$ cat config.mk
export PLATFORM = sky130hd
export DESIGN_NAME = imem_loader
export DESIGN_NICKNAME = d
export VERILOG_FILES = /design/src/rtl/imem_loader.sv
export SDC_FILE = /design/constraint.sdc
export NUM_CORES = 1
export LEC_CHECK = 0
export CORE_MARGIN = 3
export CORE_UTILIZATION = 30
export CTS_CLUSTER_SIZE = 25
export DETAILED_ROUTE_END_ITERATION = 7
export GPL_ROUTABILITY_DRIVEN = 0
export PLACE_DENSITY = 0.59
export RECOVER_POWER = 100
export SLEW_MARGIN = 20
export SYNTH_ARGS = -nofsm -noshare
export SYNTH_HDL_FRONTEND = slang
export SYNTH_SLANG_ARGS = --single-unit
$ cat constraint.sdc
create_clock -name clk -period 2.3 [get_ports clk]
set_input_delay 0.46 -clock clk [delete_from_list [all_inputs] [get_ports clk]]
set_output_delay 0.46 -clock clk [all_outputs]
set_load 0.01 [all_outputs]
$ cat src/rtl/imem_loader.sv
// imem_loader
//   Boot-time instruction memory filler. On an accepted start it pops a
//   programmed number of instructions from the boot/program FIFO and writes
//   them to consecutive word addresses starting at byte address 0. The core
//   is held in reset (core_hold) for the whole load.
//
// Ports
//   clk          clock, rising edge
//   rst_n        asynchronous active-low reset
//   start        single-cycle load request, honoured only in IDLE
//   num_words    words to load, captured on an accepted start (clamped to capacity)
//   fifo_empty   FIFO has no data
//   fifo_data    FIFO read data, valid the cycle after fifo_rd_en
//   fifo_rd_en   FIFO pop strobe
//   mem_wr_addr  byte write address (bits [1:0] always 0)
//   mem_data_in  write data
//   mem_w_en     write enable
//   busy         load in progress (accepted start through the DONE cycle)
//   done         one-cycle completion pulse
//   core_hold    copy of busy, keeps the core in reset
module imem_loader #(
  parameter int ADDR_WIDTH = 10,
  parameter int DATA_WIDTH = 32,
  parameter int MEM_DEPTH  = 1024
) (
  input  logic                  clk,
  input  logic                  rst_n,
  input  logic                  start,
  input  logic [ADDR_WIDTH-2:0] num_words,
  input  logic                  fifo_empty,
  input  logic [DATA_WIDTH-1:0] fifo_data,
  output logic                  fifo_rd_en,
  output logic [ADDR_WIDTH-1:0] mem_wr_addr,
  output logic [DATA_WIDTH-1:0] mem_data_in,
  output logic                  mem_w_en,
  output logic                  busy,
  output logic                  done,
  output logic                  core_hold
);

  localparam int IDX_W = ADDR_WIDTH - 2;  // word index width
  localparam int CNT_W = ADDR_WIDTH - 1;  // count width, can hold the full capacity
  localparam logic [CNT_W-1:0] MAX_WORDS = CNT_W'(MEM_DEPTH / 4);

  typedef enum logic [2:0] {
    S_IDLE,
    S_REQ,
    S_CAPT,
    S_WRITE,
    S_DONE
  } state_t;

  state_t                  state_reg;
  logic [CNT_W-1:0]        count_reg;
  logic [IDX_W-1:0]        idx_reg;
  logic [ADDR_WIDTH-1:0]   addr_reg;
  logic [DATA_WIDTH-1:0]   data_reg;
  logic                    w_en_reg;
  logic                    busy_reg;
  logic                    done_reg;

  logic [CNT_W-1:0]        count_next;
  logic [CNT_W-1:0]        idx_inc;

  // Clamp the requested length to the memory capacity so the index never wraps.
  always_comb begin
    count_next = num_words;
    if (num_words > MAX_WORDS) begin
      count_next = MAX_WORDS;
    end
  end

  // One bit wider than the index so a full-capacity load can reach count.
  assign idx_inc = {1'b0, idx_reg} + CNT_W'(1);

  always_ff @(posedge clk or negedge rst_n) begin
    if (!rst_n) begin
      state_reg <= S_IDLE;
      count_reg <= '0;
      idx_reg   <= '0;
      addr_reg  <= '0;
      data_reg  <= '0;
      w_en_reg  <= 1'b0;
      busy_reg  <= 1'b0;
      done_reg  <= 1'b0;
    end else begin
      w_en_reg <= 1'b0;
      done_reg <= 1'b0;
      case (state_reg)
        S_IDLE: begin
          if (start) begin
            count_reg <= count_next;
            idx_reg   <= '0;
            busy_reg  <= 1'b1;
            if (count_next == '0) begin
              state_reg <= S_DONE;
              done_reg  <= 1'b1;
            end else begin
              state_reg <= S_REQ;
            end
          end
        end
        S_REQ: begin
          // The pop itself is combinational; wait here as long as the FIFO is empty.
          if (!fifo_empty) begin
            state_reg <= S_CAPT;
          end
        end
        S_CAPT: begin
          // Address and data are loaded together so both only change entering WRITE.
          data_reg  <= fifo_data;
          addr_reg  <= {idx_reg, 2'b00};
          w_en_reg  <= 1'b1;
          state_reg <= S_WRITE;
        end
        S_WRITE: begin
          idx_reg <= idx_inc[IDX_W-1:0];
          if (idx_inc == count_reg) begin
            state_reg <= S_DONE;
            done_reg  <= 1'b1;
          end else begin
            state_reg <= S_REQ;
          end
        end
        S_DONE: begin
          busy_reg  <= 1'b0;
          state_reg <= S_IDLE;
        end
        default: begin
          state_reg <= S_IDLE;
          busy_reg  <= 1'b0;
        end
      endcase
    end
  end

  assign fifo_rd_en  = (state_reg == S_REQ) && !fifo_empty;
  assign mem_wr_addr = addr_reg;
  assign mem_data_in = data_reg;
  assign mem_w_en    = w_en_reg;
  assign busy        = busy_reg;
  assign done        = done_reg;
  assign core_hold   = busy_reg;

endmodule

==> results by group, run 1 <==
Clocking
  – Setup Fix Bufs, Post-CTS: 0
  – Clk Latency, worst-skew pair: 0.33 ns
  – CTS Buf Count: 9
  – # hold bufs at CTS: 0
  – Clock tree sinks: 63
  – Clock Root Buffer: clkbuf_8
  – CTS tree: built
  – H-tree levels: 3
  – Clk pin slew, worst setup/hold paths: 0.07 ns
  – Longest Clk Path Bufs: 2

Layout
  – Share of layout cells above drive strength 1: 0.204
  – Largest register FFs: 32
  – Most frequent cells in the layout: dfrtp_1, dlygate4sd3_1, clkdlybuf4s50_1
  – Most common cell after layout, fill and taps aside: dfrtp_1
  – Post-layout util: 0.449
  – Nets: ~370
  – Synth-to-layout area growth: 43.7%
  – Ant. Diodes: 0

STA
  – Clock skew: between 0.005 and 0.006 ns
  – Slew HR: 0.0701
  – Crit share post-route: 0.940
  – Final setup fails: 0
  – Worst Tran Pin Value: between 1 and 1.5 ns
  – Final hold vios: 0
  – Minimum clock period: around 2.2 ns
  – Fmax: between 0.4 and 0.5 GHz
  – RSZ-0062 raised after global routing: no
  – Fin. max-slew vios: 0

Status
  – Status: finished clean

Floorplanning
  – Boundary pin count: between 90 and 100
  – Initial Util: 0.313
  – Die Wd: between 100 and 150 um
  – Core area: 8850 um^2
  – Die area: 10400 um^2
  – Std-Cell Rows: 34
  – Height of the die: slightly above 100 um

Critical path
  – Critical path data arrival time: around 1.7 ns
  – Worst Path Required: approximately 1.8 ns
  – Worst r2r path cells: 5
  – Crit path to: fifo_rd_en
  – FF-to-FF setup slack: between 0.3 and 0.4 ns
  – CP Class: in -> out
  – RR Startpoint: idx_reg[3]
  – Worst Setup SP: fifo_empty
  – Critical R2R Capture: state_reg[0]
  – CP Max Fanout: 2
  – Worst setup SP type: input pin
  – Critical path endpoint category: primary output

Routing
  – DRC viols: 0
  – Vias per std cell: about 4.7
  – Final wirelength: just under 6000 um
  – Wire per inst: 13.4 um
  – Highest routed layer: met4
  – Met1 wire length: between 2000 and 3000 um
  – Met3 WL: 416 um
  – Final antenna-violating net count: 0
  – Met2 wire length: 2620 um
  – Via Count: about 2000
  – TritonRoute pass-1 iters: 4
  – 1st-iter DRT viols: 68

Job
  – Max cap viols: 0

Placed design
  – Final HPWL DP: 4330 um
  – Port Buffer Count: 89

Yosys
  – #FFs+latches synth: between 60 and 70
  – Avg Cell Area, Syn: around 12 um^2
  – Seq/Total Area, Yosys: 0.570
  – Library cells used by synthesis: 38
  – Mapped Cells: approximately 230
  – Synth warn: 0
  – Mapped Area: between 2000 and 3000 um^2

Worst hold path
  – Worst hold path class: in -> async

GRT
  – Initial antenna violation count: 0
  – Largest net degree at the start of global routing: 40
  – Vias in the first global route: 2003
  – Total track usage: 0.115
  – Grt ovf: 0
  – Global-route wire length before repair: around 9500 um

Power and ir drop
  – Pwr Density: ~1200 nW/um^2
  – Lkg Pwr: between 1.5 and 2 nW
  – VDD IR max: approximately 0.43 mV
  – Power consumption: approximately 4.6 mW
-- metal layers --
| metal | up-vias | GRT usage |
|---|---|---|
| li1 | 985 | - |
| met1 | 954 | 0.146 |
| met2 | 71 | 0.186 |
| met3 | 7 | 0.0437 |
| met4 | 0 | 0.0272 |
| met5 | - | 0 |
-- worst max-delay path, stage by stage --
cell and delay (ns):
clkdlybuf4s50_1 0.42, or3b_2 0.45, nor2_1 0.09, dlygate4sd2_1 0.28
-- final cells by class --
type | instances | area (um^2)
Tap cell | 108 | 135
Multi-Input combinational cell | 145 | 1110
Sequential cell | 63 | 1580
Fill cell | 860 | 4870
Inverter | 5 | 18.8
Clock inverter | 3 | 42.5
Timing Repair Buffer | 96 | 938
Clock buffer | 12 | 155
-- report_power, final --
group          internal (mW)  switching (mW)
clock network          0.552           0.393
registers               1.55           0.254
logic                   1.08           0.809
-- worst min-delay path by stage --
stage / end / slack [ns] / cells after the start
after global placement: mem_data_in[0] / 0.49 / 1
after floorplan: busy / 0.16 / 0
after global routing: mem_data_in[1] / 0.52 / 1
final: mem_data_in[1] / 0.44 / 1
after CTS: mem_data_in[1] / 0.13 / 1
after detailed placement: mem_data_in[1] / 0.49 / 1
-- cell usage after synthesis --
master / instances / area (um^2)
xor2_1: 5 / 43.8
o211ai_1: 1 / 7.51
nand4_1: 1 / 6.26
and2_1: 1 / 6.26
a31oi_1: 1 / 6.26
and3_1: 2 / 12.5
ha_1: 1 / 12.5
nand2_1: 14 / 52.6
dfrtp_1: 63 / 1580
nand4_4: 1 / 21.3
or4b_2: 1 / 10.0
and4_1: 1 / 8.76
xnor2_1: 8 / 70.1
conb_1: 1 / 3.75
nand2b_1: 9 / 56.3
mux2_2: 41 / 462
or4_1: 1 / 7.51
o21ai_0: 18 / 90.1
inv_1: 5 / 18.8
o31ai_1: 3 / 22.5
o311ai_0: 1 / 8.76
nor2_1: 9 / 33.8
o31a_1: 1 / 8.76
buf_2: 2 / 10.0
nand3_1: 4 / 20.0
a21oi_1: 5 / 25.0
clkbuf_1: 11 / 41.3
o41ai_1: 1 / 8.76
buf_4: 3 / 22.5
or3b_2: 1 / 8.76
nor2b_1: 2 / 12.5
nor4_1: 1 / 6.26
o31a_2: 1 / 10.0
nor3_1: 3 / 15.0
nand3b_1: 1 / 7.51
a31o_1: 1 / 8.76
or2_2: 1 / 6.26
o32ai_1: 2 / 17.5
-- per-stage QoR --
| step | setup WS [ns] | setup TNS (ns) | area (um^2) | std cells | hold slack [ns] |
|---|---|---|---|---|---|
| CTS | 0.127 | 0 | 3990 | 432 | 0.125 |
| floorplan | 0.455 | 0 | 2770 | 229 | 0.164 |
| global placement | -0.141 | -0.141 | 3790 | 417 | 0.487 |
| global route | 0.0918 | 0 | 3980 | 432 | 0.523 |
| detailed placement | -0.142 | -0.142 | 3790 | 417 | 0.494 |
| finish | 0.138 | 0 | 3980 | 432 | 0.439 |
-- cell families after synthesis --
| group | Yosys count | share of synthesized area |
|---|---|---|
| AO/OA/AOI/OAI | 35 | 0.0773 |
| buffers and inverters | 21 | 0.0335 |
| AND/OR/NAND/NOR | 53 | 0.105 |
| adder cells (fa/ha/maj) | 1 | 0.00452 |
| other | 1 | 0.00136 |
| multiplexers | 41 | 0.167 |
| flip-flops | 63 | 0.570 |
| XOR/XNOR | 13 | 0.0412 |
-- repair_timing --
| action | 4_1_cts | 5_1_grt |
|---|---|---|
| hold endpoints to repair | 0 | 0 |
| resized for setup | 1 | 0 |
| endpoints found under the setup margin | 1 | 0 |
(Power assumes the default switching activity.)
==> run 2, diff against run 1 <==
- CORE_MARGIN: 3 -> 10
- MAX_ROUTING_LAYER: unset -> met4
- SLEW_MARGIN: 20 -> 15
==> results by group, run 2 (synthesized netlist as in run 1, its figures left out) <==
Layout
  – Most common cell after layout, fill and taps aside: dfrtp_1
  – Largest register FFs: 32
  – Share of layout cells above drive strength 1: 0.209
  – Nets: roughly 370
  – Most frequent cells in the layout: dfrtp_1, dlygate4sd3_1, clkdlybuf4s50_1
  – Post-layout util: 0.447
  – Synth-to-layout area growth: 43.0%
  – Filler cell count: roughly 860
  – Ant. Diodes: 0

STA
  – RSZ-0062 raised after global routing: no
  – Crit share post-route: 0.951
  – Worst Tran Pin Value: 1.52 ns
  – Clock skew: 0.00876 ns
  – Fin. max-slew vios: 64
  – Final hold vios: 0
  – Final WS setup: around 0.11 ns
  – Minimum clock period: between 2 and 2.5 ns
  – Fmax: around 0.46 GHz
  – Slew HR: -0.0107
  – Final setup fails: 0

Placed design
  – Final HPWL DP: between 4000 and 5000 um
  – Place WS: -0.162 ns
  – Port Buffer Count: approximately 90

Power and ir drop
  – Clock Power Share: 0.198
  – Sequential fraction of design power: 0.387
  – Comb pwr share: 0.414
  – Sw frac: 0.324
  – Sw power: 1.50 mW
  – Pwr Density: ~1200 nW/um^2
  – Power consumption: 4.63 mW
  – Lkg Pwr: approximately 1.7 nW
  – Pint: about 3.1 mW
  – VDD IR max: a little under 0.5 mV

Floorplanning
  – Std-Cell Rows: 34
  – Core area: 8850 um^2
  – Die Wd: between 100 and 150 um
  – Boundary pin count: 92
  – Height of the die: between 100 and 150 um
  – Initial Util: 0.313
  – Die area: 13500 um^2

Critical path
  – Worst Path Buf+Inv: 2
  – Top delay family on crit path: buffers and inverters
  – Critical path data arrival time: approximately 1.7 ns
  – Critical path endpoint category: primary output
  – Worst setup SP type: input pin
  – CP max-delay cell: or3b_2
  – CP Class: in -> out
  – Cell Chain, Critical Path: clkdlybuf4s50_1 -> or3b_2 -> nor2_1 -> dlygate4sd2_1
  – Worst stage delay on the critical path: about 0.46 ns
  – Worst Path Required: 1.84 ns
  – CP Max Fanout: 2

Routing
  – TritonRoute pass-1 iters: 4
  – 1st-iter DRT viols: 76
  – Vias per std cell: about 4.6
  – DRC viols: 0
  – Final wirelength: between 6000 and 7000 um
  – Wire per inst: about 15 um
  – Final antenna-violating net count: 0
  – Via Count: between 2000 and 2500

Status
  – Status: finished with violations
  – Failing checks: capacitance limit, slew limit

Clocking
  – # hold bufs at CTS: 0
  – Clock tree sinks: between 60 and 70
  – CTS Buf Count: 9
  – Clock Root Buffer: clkbuf_8
  – H-tree levels: 3
  – Longest Clk Path Bufs: 2
  – Clk pin slew, worst setup/hold paths: roughly 0.070 ns
  – Setup Fix Bufs, Post-CTS: 0
  – Clk Latency, worst-skew pair: about 0.33 ns
  – CTS tree: built

Job
  – Max cap viols: 1

GRT
  – Total track usage: 0.0999
  – Vias in the first global route: 2083
  – Global-route wire length before repair: between 10000 and 15000 um
  – Grt ovf: 0
  – Largest net degree at the start of global routing: between 60 and 70
  – Initial antenna violation count: 0

Worst hold path
  – Worst hold path class: reg -> reg
run 2: cell count changes in the layout (fill, tap and decap cells not counted), sizes merged:
cell and change:
clkbuf -1, clkinv +3
run 2: layout make-up:
class,count,area (um^2),area share
inverter,5,18.8,0.00474
tap,108,135,0.0342
sequential,63,1580,0.398
clock inverter,6,61.3,0.0155
timing repair buffer,97,928,0.235
clock buffer,10,128,0.0323
multi-input combinational,145,1110,0.280
run 2: worst paths after layout:
path	end	slack, ns	cells after the start	from
worst max-delay path	fifo_rd_en	0.11	4	fifo_empty
worst min-delay path	mem_data_in[3]	0.50	1	mem_data_in[3]
worst max register to register	count_reg[8]	0.32	4	state_reg[0]
worst min register to register	mem_data_in[3]	0.50	1	mem_data_in[3]
max in group asynchronous	state_reg[0]	0.81	2	rst_n
min in group asynchronous	count_reg[4]	0.58	2	rst_n
run 2: metrics by stage:
| stage | hold WS [ns] | cell area, um^2 | cells | setup TNS [ns] |
|---|---|---|---|---|
| floorplan | 0.164 | 2770 | 229 | 0 |
| global placement | 0.488 | 3800 | 418 | -0.150 |
| detailed placement | 0.494 | 3800 | 418 | -0.162 |
| CTS | 0.139 | 3990 | 434 | 0 |
| global route | 0.513 | 3960 | 434 | 0 |
| finish | 0.498 | 3960 | 434 | 0 |
run 2: layer usage:
metal	wire length [um]	part of all wire	track usage
met1	2990	0.46	0.121
met2	2890	0.45	0.146
met3	469	0.072	0.0300
met4	131	0.020	0.0550
met5	0	0	-
run 2: worst reg2reg max path, stage by stage (launching register included):
cell	delay [ns]
dfrtp_1	0.38
clkbuf_1	0.15
or4b_2	0.63
clkbuf_1	0.34
mux2_2	0.37
run 2: timing repair:
item | in CTS | in global routing
resized for setup | 1 | 0
endpoints found under the hold margin | 0 | 0
endpoints found under the setup margin | 1 | 0
run 2: power groups by stage:
| stage | clock [mW] | sequential, mW | combinational, mW |
|---|---|---|---|
| after floorplan | 0 | 1.95 | 0.951 |
| after global placement | 0 | 1.83 | 2.08 |
| after detailed placement | 0 | 1.84 | 2.12 |
| after CTS | 0.955 | 1.82 | 2.12 |
| after global routing | 1.00 | 1.86 | 2.12 |
| final | 0.918 | 1.79 | 1.92 |
